**config.mk**
```make
export PLATFORM = sky130hd
export DESIGN_NAME = measure_rx_probe
export DESIGN_NICKNAME = d
export VERILOG_FILES = /design/src/rtl/measure_pkg.sv /design/src/rtl/measure_window_cnt.sv /design/src/rtl/measure_rx_probe.sv
export SDC_FILE = /design/constraint.sdc
export NUM_CORES = 1
export LEC_CHECK = 0
export ABC_CLOCK_PERIOD_IN_PS = 31300
export CELL_PAD_IN_SITES_DETAIL_PLACEMENT = 1
export CELL_PAD_IN_SITES_GLOBAL_PLACEMENT = 2
export CORE_ASPECT_RATIO = 0.75
export CORE_MARGIN = 8
export CORE_UTILIZATION = 38
export DETAILED_ROUTE_END_ITERATION = 12
export PLACE_DENSITY_LB_ADDON = 0.1
export SETUP_SLACK_MARGIN = 0.2
export SLEW_MARGIN = 10
export SYNTH_ARGS = -nofsm -noshare
export SYNTH_HDL_FRONTEND = slang
export SYNTH_SLANG_ARGS = --single-unit
```
**constraint.sdc**
```tcl
create_clock -name sys_clk -period 31.3 [get_ports sys_clk]
set_clock_uncertainty 0.05 [all_clocks]
set_input_delay 6.26 -clock sys_clk [delete_from_list [all_inputs] [get_ports sys_clk]]
set_output_delay 6.26 -clock sys_clk [all_outputs]
set_load 0.005 [all_outputs]
```
**src/rtl/measure_pkg.sv**
```systemverilog
// Shared constants, FSM encoding and field offsets for the XGMII
// measurement-frame generator and receive probe.
package measure_pkg;

    // XGMII control characters
    localparam logic [7:0] XGMII_START = 8'hFB;
    localparam logic [7:0] XGMII_TERM  = 8'hFD;
    localparam logic [7:0] XGMII_IDLE  = 8'h07;
    localparam logic [7:0] XGMII_ERROR = 8'hFE;

    // Protocol identifiers
    localparam logic [15:0] ETH_IPV4 = 16'h0800;
    localparam logic [7:0]  IP_UDP   = 8'h11;

    // Project-wide measurement magic word
    localparam logic [31:0] MEASURE_MAGIC = 32'hCAFE_BABE;

    // Receive FSM states
    typedef enum logic [1:0] {
        ST_IDLE,
        ST_HDR,
        ST_PAYLOAD,
        ST_DROP
    } rx_state_e;

    // Data-word index (start word is 0) carrying each header field
    localparam logic [15:0] WI_ETYPE  = 16'd2;
    localparam logic [15:0] WI_PROTO  = 16'd3;
    localparam logic [15:0] WI_DIP_HI = 16'd4;
    localparam logic [15:0] WI_DIP_LO = 16'd5;
    localparam logic [15:0] WI_MAGIC  = 16'd6;
    localparam logic [15:0] WI_TS_LO  = 16'd7;

    // First byte lane of each field inside its word (multi-byte fields are big-endian)
    localparam logic [2:0] ETYPE_LANE  = 3'd4;
    localparam logic [2:0] PROTO_LANE  = 3'd7;
    localparam logic [2:0] DIP_HI_LANE = 3'd6;
    localparam logic [2:0] DIP_LO_LANE = 3'd0;
    localparam logic [2:0] MAGIC_LANE  = 3'd2;
    localparam logic [2:0] TS_HI_LANE  = 3'd6;
    localparam logic [2:0] TS_LO_LANE  = 3'd0;

    // Clamp a 32-bit modular cycle difference into the 24-bit latency field
    function automatic logic [23:0] sat_latency(input logic [31:0] diff);
        return (diff[31:24] != 8'd0) ? 24'hFF_FFFF : diff[23:0];
    endfunction

endpackage

```
**src/rtl/measure_window_cnt.sv**
```systemverilog
// Per-second frame and byte counters with oneshot load/restart and saturation.
module measure_window_cnt
    import measure_pkg::*;
(
    input  logic        clk_i,
    input  logic        rst_i,
    input  logic        sec_i,
    input  logic        commit_i,
    input  logic [15:0] bytes_i,
    output logic [31:0] pps_o,
    output logic [31:0] bytes_o
);

    logic [31:0] frames_q, frames_d;
    logic [31:0] octets_q, octets_d;
    logic [31:0] pps_q, pps_d;
    logic [31:0] tput_q, tput_d;
    logic [32:0] octets_sum;

    assign octets_sum = {1'b0, octets_q} + {17'd0, bytes_i};

    // Window accumulation; a commit on the oneshot cycle lands in the new window
    always_comb begin
        frames_d = frames_q;
        octets_d = octets_q;
        pps_d    = pps_q;
        tput_d   = tput_q;
        if (sec_i) begin
            pps_d    = frames_q;
            tput_d   = octets_q;
            frames_d = commit_i ? 32'd1 : '0;
            octets_d = commit_i ? {16'd0, bytes_i} : '0;
        end else if (commit_i) begin
            frames_d = (frames_q == '1) ? '1 : frames_q + 32'd1;
            octets_d = octets_sum[32] ? '1 : octets_sum[31:0];
        end
    end

    // Counter and report registers
    always_ff @(posedge clk_i or posedge rst_i) begin
        if (rst_i) begin
            frames_q <= '0;
            octets_q <= '0;
            pps_q    <= '0;
            tput_q   <= '0;
        end else begin
            frames_q <= frames_d;
            octets_q <= octets_d;
            pps_q    <= pps_d;
            tput_q   <= tput_d;
        end
    end

    assign pps_o   = pps_q;
    assign bytes_o = tput_q;

endmodule

```
**src/rtl/measure_rx_probe.sv**
```systemverilog
// XGMII RX probe: recognises IPv4/UDP measurement frames, measures one-way
// latency against the shared global counter and keeps per-second statistics.
module measure_rx_probe
    import measure_pkg::*;
#(
    parameter logic [31:0] MAGIC_CODE = MEASURE_MAGIC,
    parameter logic [15:0] MAX_WORDS  = 16'd190
) (
    input  logic        sys_clk,
    input  logic        sys_rst,
    input  logic        sec_oneshot,
    input  logic [31:0] global_counter,
    input  logic [63:0] xgmii_rxd,
    input  logic [7:0]  xgmii_rxc,
    output logic [31:0] rx_pps,
    output logic [31:0] rx_throughput,
    output logic [23:0] rx_latency,
    output logic [31:0] rx_ipv4_ip,
    output logic [31:0] rx_err_count
);

    rx_state_e   state_q, state_d;
    logic [15:0] wi_q, wi_d, cur_wi;
    logic [15:0] len_q, len_d;
    logic [31:0] dip_q, dip_d;
    logic [15:0] ts_hi_q, ts_hi_d;
    logic [23:0] lat_q, lat_d;
    logic [23:0] latency_q;
    logic [31:0] ip_q;
    logic [31:0] err_q;

    logic [7:0]  lane_b [8];
    logic        any_ctl, is_start, is_term;
    logic [2:0]  ctl_lane;
    logic [7:0]  ctl_byte;
    logic        commit, abort;
    logic [15:0] commit_len;
    logic [31:0] ts_full, lat_raw;

    for (genvar g = 0; g < 8; g++) begin : g_lane
        assign lane_b[g] = xgmii_rxd[g*8 +: 8];
    end

    // Find the lowest lane carrying a control character
    always_comb begin
        ctl_lane = '0;
        ctl_byte = '0;
        for (int unsigned i = 0; i < 8; i++) begin
            if (xgmii_rxc[3'(7 - i)]) begin
                ctl_lane = 3'(7 - i);
                ctl_byte = lane_b[3'(7 - i)];
            end
        end
    end

    assign any_ctl    = |xgmii_rxc;
    assign is_start   = xgmii_rxc[0] && (lane_b[0] == XGMII_START);
    assign is_term    = any_ctl && (ctl_byte == XGMII_TERM);
    assign cur_wi     = wi_q + 16'd1;
    assign commit_len = len_q + {13'd0, ctl_lane};
    assign ts_full    = {ts_hi_q, lane_b[TS_LO_LANE], lane_b[TS_LO_LANE + 3'd1]};
    assign lat_raw    = global_counter - ts_full;

    // Frame parser: next state, field capture, commit and abort strobes
    always_comb begin
        state_d = state_q;
        wi_d    = wi_q;
        len_d   = len_q;
        dip_d   = dip_q;
        ts_hi_d = ts_hi_q;
        lat_d   = lat_q;
        commit  = 1'b0;
        abort   = 1'b0;
        case (state_q)
            ST_IDLE: begin
                if (is_start) begin
                    state_d = ST_HDR;
                    wi_d    = '0;
                    len_d   = '0;
                end
            end
            ST_HDR, ST_PAYLOAD: begin
                if (is_start) begin
                    abort   = 1'b1;
                    state_d = ST_HDR;
                    wi_d    = '0;
                    len_d   = '0;
                end else if (any_ctl) begin
                    state_d = ST_IDLE;
                    if (!is_term) begin
                        abort = 1'b1;
                    end else begin
                        // A terminate still inside the header is a runt: dropped silently
                        commit = (state_q == ST_PAYLOAD);
                    end
                end else if (cur_wi > MAX_WORDS) begin
                    abort   = 1'b1;
                    state_d = ST_IDLE;
                end else begin
                    wi_d  = cur_wi;
                    len_d = len_q + 16'd8;
                    if (state_q == ST_HDR) begin
                        case (cur_wi)
                            WI_ETYPE: begin
                                if ({lane_b[ETYPE_LANE], lane_b[ETYPE_LANE + 3'd1]} != ETH_IPV4)
                                    state_d = ST_DROP;
                            end
                            WI_PROTO: begin
                                if (lane_b[PROTO_LANE] != IP_UDP)
                                    state_d = ST_DROP;
                            end
                            WI_DIP_HI: begin
                                dip_d[31:16] = {lane_b[DIP_HI_LANE], lane_b[DIP_HI_LANE + 3'd1]};
                            end
                            WI_DIP_LO: begin
                                dip_d[15:0] = {lane_b[DIP_LO_LANE], lane_b[DIP_LO_LANE + 3'd1]};
                            end
                            WI_MAGIC: begin
                                if ({lane_b[MAGIC_LANE], lane_b[MAGIC_LANE + 3'd1],
                                     lane_b[MAGIC_LANE + 3'd2], lane_b[MAGIC_LANE + 3'd3]} != MAGIC_CODE)
                                    state_d = ST_DROP;
                                ts_hi_d = {lane_b[TS_HI_LANE], lane_b[TS_HI_LANE + 3'd1]};
                            end
                            WI_TS_LO: begin
                                lat_d   = sat_latency(lat_raw);
                                state_d = ST_PAYLOAD;
                            end
                            default: ;
                        endcase
                    end
                end
            end
            ST_DROP: begin
                if (is_start) begin
                    state_d = ST_HDR;
                    wi_d    = '0;
                    len_d   = '0;
                end else if (any_ctl) begin
                    state_d = ST_IDLE;
                end
            end
            default: state_d = ST_IDLE;
        endcase
    end

    // Parser state, pending fields and committed result registers
    always_ff @(posedge sys_clk or posedge sys_rst) begin
        if (sys_rst) begin
            state_q   <= ST_IDLE;
            wi_q      <= '0;
            len_q     <= '0;
            dip_q     <= '0;
            ts_hi_q   <= '0;
            lat_q     <= '0;
            latency_q <= '0;
            ip_q      <= '0;
            err_q     <= '0;
        end else begin
            state_q <= state_d;
            wi_q    <= wi_d;
            len_q   <= len_d;
            dip_q   <= dip_d;
            ts_hi_q <= ts_hi_d;
            lat_q   <= lat_d;
            if (commit) begin
                latency_q <= lat_q;
                ip_q      <= dip_q;
            end
            if (abort) begin
                err_q <= err_q + 32'd1;
            end
        end
    end

    measure_window_cnt u_window (
        .clk_i    (sys_clk),
        .rst_i    (sys_rst),
        .sec_i    (sec_oneshot),
        .commit_i (commit),
        .bytes_i  (commit_len),
        .pps_o    (rx_pps),
        .bytes_o  (rx_throughput)
    );

    assign rx_latency   = latency_q;
    assign rx_ipv4_ip   = ip_q;
    assign rx_err_count = err_q;

endmodule

```
# == Yosys cells after proc, flatten, opt, wreduce, memory -nomap -nowiden ==
# Cells that the tools add are included.
# op_classes
addsub,7
n_mul,0
n_div,0
order_cmp,1
n_eq_ne,25
shift,0
muxes,55
bitwise,3
n_reduce_logical,14
# op_table
cell,n
2-to-1 mux 32 bit,6
2-to-1 mux 16 bit,8
"adder 32 x 1 -> 32 bit, second input constant",2
"== test 16 x 3 -> 1 bit, second input constant",4
2-to-1 mux 8 bit,8
case mux 16 bit (2 select lines),2
adder 32 x 16 -> 33 bit,1
"== test 16 x 2 -> 1 bit, second input constant",2
"== test 32 bit, second input constant",1
"inequality test 32 bit, second input constant",1
subtractor 32 bit,1
2-to-1 mux 24 bit,1
2-to-1 mux 3 bit,8
AND reduction 6 bit,4
2-to-1 mux 2 bit,10
"inequality test 6 bit, second input constant",3
"adder 16 x 1 -> 16 bit, second input constant",1
adder 16 x 3 -> 16 bit,1
"adder 16 x 4 -> 16 bit, second input constant",1
"== test 8 bit, second input constant",2
"greater-than comparator 16 x 8 -> 1 bit, second input constant",1
"inequality test 16 x 12 -> 1 bit, second input constant",1
"inequality test 8 x 5 -> 1 bit, second input constant",2
2-to-1 mux 1 bit,10
17 further kinds,24
# word_totals
regBits,322
latchBits,0
mem_bits_rw,0
rom_bits,0
output_inout_bits,152
word_cells,119
memories,0

# == Logic depth before layout (Yosys ltp) ==
# Gate-level depths: netlist of the first run.
# depth
word_depth,16
ltp_mapped,20
depth_no_buf,18

# == Cells and area by module ==
# A second synthesis of the first run with hierarchy kept.
# hier_totals
hier_cells,1682
area_unflattened_um2,17164.0
# modules_own_cells
mod,n_inst,cells_each,area_each_um2,seq_area_each_um2
measure_rx_probe,1,1031,10448.8,4779.6
measure_window_cnt,1,651,6715.2,3203.1

# == Least setup slack after synthesis of the first run ==
# Ideal clock, no wire load.
# synth_timing
path_type,input -> register
start,in xgmii_rxc[0]
end,reg u_window.octets_q[31]
arrival_time_ns,9.518
path_slack_ns,21.649
stages,15
path_buffers,2
path_cell_list,clkbuf_1 > or2_2 > nor3_1 > xor2_1 > ha_1 > and3_1 > a221o_1 > o211ai_1 > a21oi_1 > o41ai_1 > or3_1 > clkbuf_1 > nor3_1 > o21ba_1 > o22ai_1
# synth_via
elab_chain_len,8
# synth_lines
item,line,rtl
from (decl),measure_rx_probe.sv:14,"input logic [7:0] xgmii_rxc,"
branches (longest 8 deep; another with adder 32 x 16 -> 33 bit),n/a,
to (signal assigned),measure_window_cnt.sv:48,octets_q <= octets_d;
to (decl),measure_window_cnt.sv:15,"logic [31:0] octets_q, octets_d;"
# Several ways; the timed one is not identified. The select of a mux whose other input is x is not followed.
# A chain may end at the register's enable or synchronous reset.

# == Final worst setup path of the first run ==
# layout_timing
start,in xgmii_rxc[2]
end,reg u_window.octets_q[31]
# layout_via
elab_chain_len,10
# layout_lines
item
branches (longest 10 deep; another with adder 32 x 16 -> 33 bit)
# Several ways; the timed one is not identified. The select of a mux whose other input is x is not followed.

==> run_results.csv, run 1 <==
group,metric,value,unit
critical_path,worstPathArrival,10.85,ns
hold_path,hp-start,"rx_err_count[31]",
timing,setup_slack,20.85,ns
pwr,combPwrFrac,11.8,%
logic_synthesis,ys_seq_elements,319,
critical_path,crit_path_end_kind,"register",
logic_synthesis,yosys_most_used_dff,"dfrtp_1",
hold_path,hold_depth,1,
clocking,post_cts_buffers,0,
hold_path,hold_path_end,"rx_err_count[31]",
logic_synthesis,yosys-mux-area-fraction,11.1,%
pwr,leakagePower,0.0101,uW
pwr,clkPwrFrac,45.4,%
logic_synthesis,synth_compound_area_share,15.2,%
timing,slew_viol_final,0,
logic_synthesis,yosys.area_share.simple,15.4,%
logic_synthesis,synth_edf_count,0,
route,first_pass_iters,5,
critical_path,reg2reg_from,"wi_q[0]",
cells_and_area,ff_latch_area,0.00798,mm^2
cells_and_area,finalNonFillerCells,2575,
critical_path,startpoint_type,"input port",
clocking,clockBufferDepth,3,
timing,min_period,10.45,ns
logic_synthesis,synth_top_family_by_area,"simple AND/OR/NAND/NOR gates",
hold_path,min_path_type,"register to register",
cells_and_area,drive_above_1_share,13.0,%
pwr,ir_drop,40.2,uV
pwr,switchingPower,255,uW
route,met3_length,1750,um
placed_design,dp_cells,2509,
global_routing,grt_use_total,21.1,%
outcome,status,"finished clean",
route,wl_met2,25500,um
floorplanning,rows,68,
placed_design,post-place-ws,20.38,ns
pwr,internal-power,744,uW
timing,tns,0,ns
logic_synthesis,yosys.cell_types.count,83,
placed_design,port_buffers,258,
floorplanning,die_h,202,um
clocking,cts.sinks,319,
cells_and_area,fillers,5010,
logic_synthesis,yosys_warnings,0,
critical_path,cp_max_fo,16,
pwr,seqPwrFrac,42.8,%
cells_and_area,multiInputGateArea,0.00890,mm^2
floorplanning,dieArea,0.0534,mm^2
logic_synthesis,synth.avg_cell_area,10.2,um^2
flow_run,max-cap-violations,0,
timing,period_share,33.4,%
route,remaining_drc_errors,0,
timing,hold_violations,0,
route,ant_nets,0,
clocking,clk_latency,0.53,ns
floorplanning,coreArea,0.0458,mm^2
route,wire_per_inst,22.1,um
route,vias,14300,
clocking,cts_resized,0,
critical_path,crit_type,"input port to register",
route,drt_wl_total,56900,um
critical_path,crit_path_frequent_cell,"nor3_1",
logic_synthesis,seq_area_frac_synth,45.5,%
cells_and_area,fin_nets,2122,
timing,worstMarginPinSlew,1.29,ns
route,dr.max_layer_used,"met5",
placed_design,place_congestion,0.844,
clocking,clkTransAtPathRegs,0.06,ns
pwr,p_sw_share,25.5,%
route,drtIter0Drc,816,
timing,setup_viol,0,
global_routing,antenna_found_initial,2,
critical_path,critPathMaxStageDelay,0.76,ns
floorplanning,die_w,264,um
critical_path,cp_slowest_cell,"o41ai_1",
logic_synthesis,syn_area,0.0175,mm^2
clocking,numCtsBuffers,36,
logic_synthesis,async_reset_ff_share,100,%
route,drt-met1-wl,28600,um
pwr,p_per_area,45.6,mW/mm^2
timing,fmax,0.0957,GHz
critical_path,reg2reg_slack,26.61,ns
global_routing,grt_pass1_vias,15100,
global_routing,grt_start_max_net_pins,135,
clocking,cts_hold_buf,0,
global_routing,grt_overflow_total,0,
floorplanning,io_pins,259,
placed_design,dp_hpwl,42300,um
clocking,htreeDepth,2,
global_routing,grt_pass1_wl,91100,um
floorplanning,initial_core_util,38.3,%
cells_and_area,syn2layout_area_growth,24.8,%
clocking,cts_root_buf,"clkbuf_16",
route,vias_per_cell,5.56,
logic_synthesis,netlist_instances,1728,
logic_synthesis,synth_fa_ha_area_share,4.58,%
critical_path,cp-startpoint,"xgmii_rxc[2]",
critical_path,required,31.69,ns
logic_synthesis,synth-xor-area-share,4.19,%
timing,slew_headroom,13.4,%
timing,grt_setup_unrepaired,"false",
clocking,cts_tree,"done",
critical_path,crit_chain,"clkdlybuf4s50_1 > or2_2 > nor3_1 > xor2_1 > ha_1 > and3_1 > a221o_1 > o211ai_1 > a21oi_1 > o41ai_1 > or3_1 > nor3_1 > o21ba_1 > o22ai_1",
logic_synthesis,syn-num-nets,1898,
critical_path,rr_worst_depth,10,
critical_path,r2r_end,"dip_q[5]",
==> kinds of logic (layout without fill, tap and decap cells) <==
group                    count (synthesis)  after routing
AND/OR/NAND/NOR                        523            523
AO/OA/AOI/OAI                          400            400
flip-flops                             319            319
multiplexers                           174            174
buffers and inverters                  164            415
XOR/XNOR                                84             84
adder cells (fa/ha/maj)                 63             63
other                                    1              2
==> area by class of cell <==
cell class	count	area share, %
Timing Repair Buffer	271	12.3
Antenna cell	1	0.0114
Inverter	79	1.39
Tap cell	595	3.40
Clock inverter	14	0.840
Clock buffer	51	4.97
Sequential cell	319	36.5
Multi-Input combinational cell	1245	40.6
==> worst max path at each step <==
stage / end / slack [ns] / cells past startpoint
final: u_window.octets_q[31] / 20.85 / 14
after CTS: u_window.octets_q[31] / 20.92 / 14
after floorplan: dip_q[0] / 16.16 / 1
after global placement: u_window.octets_q[31] / 20.43 / 14
after global routing: u_window.octets_q[31] / 20.56 / 14
after detailed placement: u_window.octets_q[31] / 20.38 / 14
==> per-stage QoR <==
step	utilization, %	hold slack, ns	power [uW]	instance area (um^2)
after floorplan	-	0.400	502	17500
after global placement	45.1	0.410	552	20600
after detailed placement	45.1	0.417	554	20600
after CTS	47.8	0.431	1010	21900
after global routing	47.8	0.441	1040	21900
final	47.8	0.429	999	21900
==> critical path, delay by kind of cell <==
kind                       cells  cell delay [ns]
adders and majority gates      1             0.31
AOI/OAI and AO/OA              6             1.83
xor gates and xnor gates       1             0.24
buffers and inverters          1             0.72
and+or+nand+nor                5             1.48
==> per-layer routing <==
| metal | global-route usage, % | vias up |
|---|---|---|
| li1 | - | 6706 |
| met1 | 30.9 | 7345 |
| met3 | 3.19 | 67 |
| met2 | 32.6 | 205 |
| met4 | 4.69 | 2 |
| met5 | 0 | - |
==> state kept, by name, summed over array words and instances, names as in the netlist <==
| signal | count |
|---|---|
| wi_q | 16 |
| state_q | 2 |
| rx_latency | 24 |
| ts_hi_q | 16 |
| u_window.frames_q | 32 |
| rx_ipv4_ip | 32 |
| len_q | 13 |
| u_window.pps_o | 32 |
| u_window.bytes_o | 32 |
| dip_q | 32 |
| u_window.octets_q | 32 |
| lat_q | 24 |
| rx_err_count | 32 |
==> cells in the final DEF (no fill, tap or decap), types with 6 or more instances in the layout <==
master           count
a211oi_1            18
a21o_1              26
a21oi_1            100
a22o_1              11
a311oi_1            10
a31oi_1             18
and2_1              19
and3_1              47
and4_1               6
buf_4               13
clkbuf_16           37
clkbuf_8            11
clkdlybuf4s50_1    257
clkinv_2             6
dfrtp_1            319
ha_1                61
inv_1               78
mux2_1              28
mux2_2             142
nand2_1            115
nand2b_1            15
nand3_1             58
nand3b_1             7
nand4_1             36
nor2_1             120
nor2b_1              9
nor3_1              26
nor3_2               7
nor3b_1              7
nor4_1              12
o211ai_1            16
o21a_1              10
o21ai_0             93
o22a_1              25
o31ai_1              8
or2_2                8
or3_1                7
xnor2_1             41
xor2_1              43
==> power by group through the flow <==
stage / Clock, uW / Sequential [uW] / Combinational, uW
after floorplan: 0 / 433 / 68.7
after global placement: 0 / 435 / 117
after detailed placement: 0 / 435 / 119
after CTS: 467 / 427 / 119
after global routing: 483 / 428 / 131
final: 454 / 427 / 118
==> synth_stat cells, types with 5 or more instances <==
| cell | instances | share of area [%] |
|---|---|---|
| dfrtp_1 | 319 | 45 |
| mux2_2 | 142 | 9.1 |
| nor2_1 | 121 | 2.6 |
| nand2_1 | 115 | 2.5 |
| a21oi_1 | 100 | 2.9 |
| o21ai_0 | 93 | 2.7 |
| inv_1 | 79 | 1.7 |
| ha_1 | 61 | 4.3 |
| nand3_1 | 59 | 1.7 |
| clkbuf_1 | 49 | 1.0 |
| and3_1 | 48 | 1.7 |
| xor2_1 | 43 | 2.1 |
| xnor2_1 | 41 | 2.0 |
| nand4_1 | 36 | 1.3 |
| mux2_1 | 28 | 1.8 |
| nor3_1 | 27 | 0.77 |
| a21o_1 | 26 | 1.1 |
| buf_2 | 26 | 0.74 |
| o22a_1 | 25 | 1.2 |
| and2_1 | 19 | 0.68 |
| a211oi_1 | 18 | 0.77 |
| a31oi_1 | 18 | 0.64 |
| o211ai_1 | 16 | 0.68 |
| nand2b_1 | 15 | 0.53 |
| nor4_1 | 13 | 0.46 |
| a22o_1 | 11 | 0.55 |
| a311oi_1 | 10 | 0.50 |
| o21a_1 | 10 | 0.43 |
| nor2b_1 | 9 | 0.32 |
| o31ai_1 | 8 | 0.34 |
| or2_2 | 8 | 0.29 |
| nand3b_1 | 7 | 0.30 |
| nor3b_1 | 7 | 0.30 |
| or3_1 | 7 | 0.25 |
| and4_1 | 6 | 0.30 |
| nor3_2 | 6 | 0.34 |
| a221o_1 | 5 | 0.29 |
| a31o_2 | 5 | 0.25 |
| buf_6 | 5 | 0.32 |
(Power assumes the default switching activity.)
==> run 2, diff against run 1 <==
--- a/config.mk
+++ b/config.mk
@@ -5,12 +5,12 @@
 export SDC_FILE = /design/constraint.sdc
 export NUM_CORES = 1
 export LEC_CHECK = 0
-export ABC_CLOCK_PERIOD_IN_PS = 31300
+export ABC_CLOCK_PERIOD_IN_PS = 10000
 export CELL_PAD_IN_SITES_DETAIL_PLACEMENT = 1
 export CELL_PAD_IN_SITES_GLOBAL_PLACEMENT = 2
 export CORE_ASPECT_RATIO = 0.75
 export CORE_MARGIN = 8
-export CORE_UTILIZATION = 38
+export CORE_UTILIZATION = 35
 export DETAILED_ROUTE_END_ITERATION = 12
 export PLACE_DENSITY_LB_ADDON = 0.1
 export SETUP_SLACK_MARGIN = 0.2
==> constraint.sdc (replaced) <==
create_clock -name sys_clk -period 10 [get_ports sys_clk]
set_clock_uncertainty 0.05 [all_clocks]
set_input_delay 2 -clock sys_clk [delete_from_list [all_inputs] [get_ports sys_clk]]
set_output_delay 2 -clock sys_clk [all_outputs]
set_load 0.005 [all_outputs]
==> run 2 against run 1 <==
Effect of this change:
- via count is 0.64% higher
- first-iteration DRC count is 6.1% higher
- critical endpoint unchanged
- largest cell class unchanged
- clock-buffer cell count is 1 lower
- cell area is 0.10% lower
==> run_results.csv, run 2 (synthesis gave the netlist of run 1 again) <==
group,metric,value,unit
floorplanning,initial_core_util,35.2,%
floorplanning,coreArea,0.0498,mm^2
timing,slew_viol_final,0,
cells_and_area,fin_nets,2126,
timing,tns,0,ns
timing,setup_viol,0,
route,vias,14400,
critical_path,cp-startpoint,"xgmii_rxc[3]",
clocking,cts_root_buf,"clkbuf_16",
critical_path,cpLargestDelayFamily,"compound AO/OA/AOI/OAI gates",
timing,fmax,0.167,GHz
floorplanning,die_h,210,um
timing,worstMarginPinSlew,1.16,ns
pwr,leakagePower,0.0100,uW
clocking,numCtsBuffers,36,
critical_path,crit_path_frequent_cell,"nor3_1",
critical_path,crit_buf_inv,1,
floorplanning,rows,71,
flow_run,max-cap-violations,0,
critical_path,startpoint_type,"input port",
clocking,cts_tree,"done",
clocking,htreeDepth,2,
placed_design,dp_cells,2575,
cells_and_area,multiInputGateArea,0.00891,mm^2
global_routing,grt_use_total,20.2,%
global_routing,grt_start_max_net_pins,131,
critical_path,required,10.41,ns
timing,grt_setup_unrepaired,"false",
pwr,p_per_area,137,mW/mm^2
critical_path,cp.depth,14,
global_routing,grt_pass1_vias,15200,
global_routing,antenna_found_initial,3,
floorplanning,io_pins,259,
cells_and_area,drive_above_1_share,12.9,%
hold_path,hold_depth,1,
global_routing,grt_pass1_wl,92900,um
route,wire_per_inst,22.1,um
critical_path,crit_chain,"clkdlybuf4s50_1 > or2_2 > nor3_1 > xor2_1 > ha_1 > and3_1 > a221o_1 > o211ai_1 > a21oi_1 > o41ai_1 > or3_1 > nor3_1 > o21ba_1 > o22ai_1",
cells_and_area,fillers,5484,
clocking,post_cts_buffers,0,
floorplanning,die_w,275,um
timing,period_share,59.7,%
cells_and_area,final_cell_mix,"dfrtp_1, clkdlybuf4s50_1, mux2_2",
critical_path,cp_slowest_cell,"clkdlybuf4s50_1",
critical_path,crit_type,"input port to register",
critical_path,reg2reg_slack,5.18,ns
hold_path,min_path_type,"register to register",
clocking,cts_hold_buf,0,
placed_design,place_congestion,0.864,
placed_design,port_buffers,258,
critical_path,r2r_end,"dip_q[3]",
critical_path,cp_max_fo,15,
route,vias_per_cell,5.46,
floorplanning,dieArea,0.0576,mm^2
critical_path,rr_worst_depth,11,
route,first_pass_iters,5,
cells_and_area,ff_latch_area,0.00798,mm^2
route,drtIter0Drc,866,
clocking,cts.sinks,319,
critical_path,crit_path_end,"u_window.octets_q[31]",
clocking,clk_latency,0.54,ns
critical_path,reg2reg_from,"wi_q[0]",
pwr,ir_drop,103,uV
clocking,cts_resized,0,
route,remaining_drc_errors,0,
global_routing,grt_overflow_total,0,
critical_path,critPathMaxStageDelay,0.70,ns
cells_and_area,layout_commonest_cell,"dfrtp_1",
timing,hold_violations,0,
cells_and_area,syn2layout_area_growth,24.7,%
cells_and_area,finalNonFillerCells,2638,
critical_path,crit_path_end_kind,"register",
outcome,status,"finished clean",
timing,min_period,5.97,ns
timing,slew_headroom,22.8,%
placed_design,dp_hpwl,44000,um
clocking,clkTransAtPathRegs,0.05,ns
critical_path,worstPathArrival,6.38,ns
route,ant_nets,0,
clocking,clockBufferDepth,3,
route,drt_wl_total,58400,um
==> run 2: worst min path at each step <==
stage	startpoint	end	slack (ns)
finish	dip_q[18]	rx_ipv4_ip[18]	0.43
floorplan	dip_q[14]	rx_ipv4_ip[14]	0.40
global route	rx_ipv4_ip[7]	rx_ipv4_ip[7]	0.45
detailed placement	dip_q[9]	dip_q[9]	0.42
CTS	dip_q[14]	dip_q[14]	0.44
global placement	dip_q[10]	rx_ipv4_ip[10]	0.41
==> run 2: power breakdown <==
| part | total, uW | switching (uW) | internal (uW) |
|---|---|---|---|
| clock | 1290 | 543 | 748 |
| sequential | 1340 | 29.7 | 1310 |
| combinational | 374 | 215 | 159 |
==> run 2: routing by layer <==
layer,wire length [um],share of wire [%],up-vias,track usage (%)
li1,-,-,6706,-
met1,28900,49,7384,29.9
met2,25800,44,265,30.8
met3,2710,4.6,61,3.15
met4,984,1.7,0,4.75
met5,0,0,-,0
==> run 2: cell type report <==
| class | count | share of cell area [%] |
|---|---|---|
| Sequential cell | 319 | 36.5 |
| Clock buffer | 50 | 4.72 |
| Clock inverter | 10 | 0.463 |
| Tap cell | 657 | 3.76 |
| Inverter | 79 | 1.37 |
| Multi-Input combinational cell | 1245 | 40.7 |
| Timing Repair Buffer | 275 | 12.4 |
| Antenna cell | 3 | 0.0343 |
==> run 2: worst register-to-register path, stage by stage, from the launching register on <==
cell	delay (ns)
dfrtp_1	0.57
ha_1	0.53
nand4_1	0.15
nor4_1	0.28
nor3_1	0.11
a2111oi_2	0.61
and2b_1	0.35
and3_1	0.20
buf_4	0.25
and4_1	0.27
and2_1	0.91
mux2_2	0.44
==> run 2: metrics by stage <==
| stage | setup WS, ns | cell area, um^2 | util [%] | total power [uW] | hold WS (ns) |
|---|---|---|---|---|---|
| final | 4.03 | 21900 | 43.9 | 3000 | 0.434 |
| after global routing | 3.59 | 21900 | 43.9 | 3150 | 0.450 |
| after CTS | 4.05 | 21900 | 43.9 | 3060 | 0.437 |
| after detailed placement | 3.48 | 20700 | 41.6 | 1740 | 0.424 |
| after global placement | 3.57 | 20700 | 41.6 | 1730 | 0.411 |
| after floorplan | 3.70 | 17500 | - | 1570 | 0.400 |
==> run 3, diff against run 2 <==
--- a/config.mk
+++ b/config.mk
@@ -5,12 +5,12 @@
 export SDC_FILE = /design/constraint.sdc
 export NUM_CORES = 1
 export LEC_CHECK = 0
-export ABC_CLOCK_PERIOD_IN_PS = 10000
+export ABC_CLOCK_PERIOD_IN_PS = 4950
 export CELL_PAD_IN_SITES_DETAIL_PLACEMENT = 1
 export CELL_PAD_IN_SITES_GLOBAL_PLACEMENT = 2
 export CORE_ASPECT_RATIO = 0.75
 export CORE_MARGIN = 8
-export CORE_UTILIZATION = 35
+export CORE_UTILIZATION = 32
 export DETAILED_ROUTE_END_ITERATION = 12
 export PLACE_DENSITY_LB_ADDON = 0.1
 export SETUP_SLACK_MARGIN = 0.2
==> constraint.sdc (replaced) <==
create_clock -name sys_clk -period 4.95 [get_ports sys_clk]
set_clock_uncertainty 0.05 [all_clocks]
set_input_delay 0.99 -clock sys_clk [delete_from_list [all_inputs] [get_ports sys_clk]]
set_output_delay 0.99 -clock sys_clk [all_outputs]
set_load 0.005 [all_outputs]
==> run 3 against run 2 <==
Effect of this change:
- flip-flop and latch count unchanged
- hold slack worse by 0.010 ns
- routed wire length up 2.0%
- clock power up 110%
- die area grew 8.7%
- via count up 0.65%
- sequential share of layout area fell by 0.62 points
- register-to-register slack worse by 4.2 ns
==> run_results.csv, run 3 (synthesis gave the netlist of run 1 again) <==
group,metric,value,unit
cells_and_area,drive_above_1_share,14.3,%
hold_path,min_path_type,"register to register",
clocking,htreeDepth,2,
pwr,seqPwrFrac,44.0,%
clocking,cts_resized,0,
cells_and_area,final_area,0.0223,mm^2
critical_path,startpoint_type,"input port",
timing,slew_headroom,44.2,%
pwr,leakagePower,0.0102,uW
global_routing,antenna_found_initial,4,
clocking,cts_tree,"done",
clocking,post_cts_buffers,0,
clocking,clk_latency,0.55,ns
placed_design,dp_cells,2676,
route,first_pass_iters,5,
clocking,cts_root_buf,"clkbuf_16",
floorplanning,die_w,286,um
route,vias_per_cell,5.30,
clocking,cts.sinks,319,
global_routing,top_usage_layer,"met1",
cells_and_area,finalNonFillerCells,2740,
pwr,ir_drop,251,uV
cells_and_area,fillers,5978,
clocking,numCtsBuffers,37,
timing,min_period,4.37,ns
global_routing,grt_start_max_net_pins,138,
clocking,cts_hold_buf,0,
timing,setup_viol,0,
floorplanning,die_h,219,um
placed_design,port_buffers,258,
pwr,internal-power,4510,uW
cells_and_area,layout_commonest_cell,"dfrtp_1",
pwr,p_per_area,276,mW/mm^2
timing,fin_hold_ws,0.424,ns
clocking,clockBufferDepth,3,
global_routing,grtUsageMet2,28.1,%
global_routing,grt_pass1_wl,93900,um
placed_design,place_congestion,0.849,
route,remaining_drc_errors,0,
critical_path,required,5.33,ns
timing,slew_viol_final,0,
critical_path,cp_max_fo,7,
route,vias,14500,
cells_and_area,fin_nets,2163,
placed_design,place_area,0.0211,mm^2
global_routing,grt_overflow_total,0,
pwr,switchingPower,1630,uW
timing,worstMarginPinSlew,0.837,ns
floorplanning,io_pins,259,
floorplanning,dieArea,0.0627,mm^2
timing,grt_setup_unrepaired,"false",
pwr,clkPwrFrac,43.3,%
route,wire_per_inst,21.7,um
global_routing,met1_usage,28.3,%
global_routing,grt_use_total,18.8,%
critical_path,crit_path_end_kind,"register",
global_routing,grt_pass1_vias,14900,
floorplanning,coreArea,0.0543,mm^2
cells_and_area,final_cell_mix,"dfrtp_1, clkdlybuf4s50_1, mux2_2",
flow_run,max-cap-violations,0,
timing,fmax,0.229,GHz
cells_and_area,ff_latch_area,0.00798,mm^2
floorplanning,rows,74,
route,drtIter0Drc,880,
global_routing,grtUsageMet3,3.13,%
floorplanning,initial_core_util,32.3,%
pwr,combPwrFrac,12.7,%
timing,period_share,88.2,%
critical_path,crit_type,"input port to register",
placed_design,dp_hpwl,44900,um
clocking,clkTransAtPathRegs,0.06,ns
route,ant_nets,0,
timing,hold_violations,0,
cells_and_area,syn2layout_area_growth,26.8,%
pwr,p_sw_share,26.6,%
outcome,status,"finished clean",
route,drt_wl_total,59500,um
cells_and_area,multiInputGateArea,0.00890,mm^2
critical_path,worstPathArrival,4.75,ns
[run 3: per-stage QoR]
step	utilization [%]	setup slack (ns)	setup TNS, ns	power (uW)
2_1_floorplan	-	-0.343	-109.36	3170
3_3_place_gp	38.8	0.102	0	3530
3_5_place_dp	38.8	0.0295	0	3540
4_1_cts	40.9	0.602	0	6270
5_1_grt	40.9	0.301	0	6450
6_report	40.9	0.582	0	6150
[run 3: final cells by class]
class,count,share of cell area [%]
timing repair buffer,311,13.6
clock inverter,12,0.630
inverter,79,1.35
tap,722,4.06
antenna,1,0.0112
multi-input combinational,1245,40.0
clock buffer,51,4.53
sequential,319,35.9
[run 3: path summary, 6_finish.rpt]
kind | from | depth (start not counted) | endpoint | slack (ns)
setup / recovery | xgmii_rxc[6] | 18 | u_window.octets_q[10] | 0.58
max in group asynchronous | sys_rst | 3 | rx_err_count[10] | 3.20
hold / removal | dip_q[10] | 1 | rx_ipv4_ip[10] | 0.42
hold reg to reg | dip_q[10] | 1 | rx_ipv4_ip[10] | 0.42
min in group asynchronous | sys_rst | 3 | lat_q[0] | 0.92
setup reg to reg | wi_q[0] | 10 | lat_q[16] | 1.00
[run 3: per-layer routing]
metal | up-vias | part of all wire (%)
li1 | 6782 | -
met1 | 7389 | 51
met2 | 276 | 43
met3 | 61 | 4.3
met4 | 2 | 1.5
met5 | - | 0.012
[run 3: critical path: stages]
cell,delay (ns)
clkdlybuf4s50_1,0.52
nand2b_1,0.15
a21oi_1,0.08
nor2_1,0.09
nor2_1,0.04
nor2_1,0.19
nor2_1,0.09
ha_1,0.22
fa_1,0.41
a21o_1,0.17
a21oi_1,0.17
nand2b_1,0.22
a211oi_1,0.12
o31ai_1,0.36
nor3_2,0.16
nor2_1,0.39
nand2_1,0.10
a32o_1,0.27
[run 3: power by group through the flow]
stage | combinational [uW] | sequential [uW] | clock [uW]
after floorplan | 435 | 2740 | 0
after global placement | 775 | 2750 | 0
after detailed placement | 785 | 2750 | 0
after CTS | 789 | 2710 | 2770
after global routing | 859 | 2710 | 2870
final | 779 | 2700 | 2660
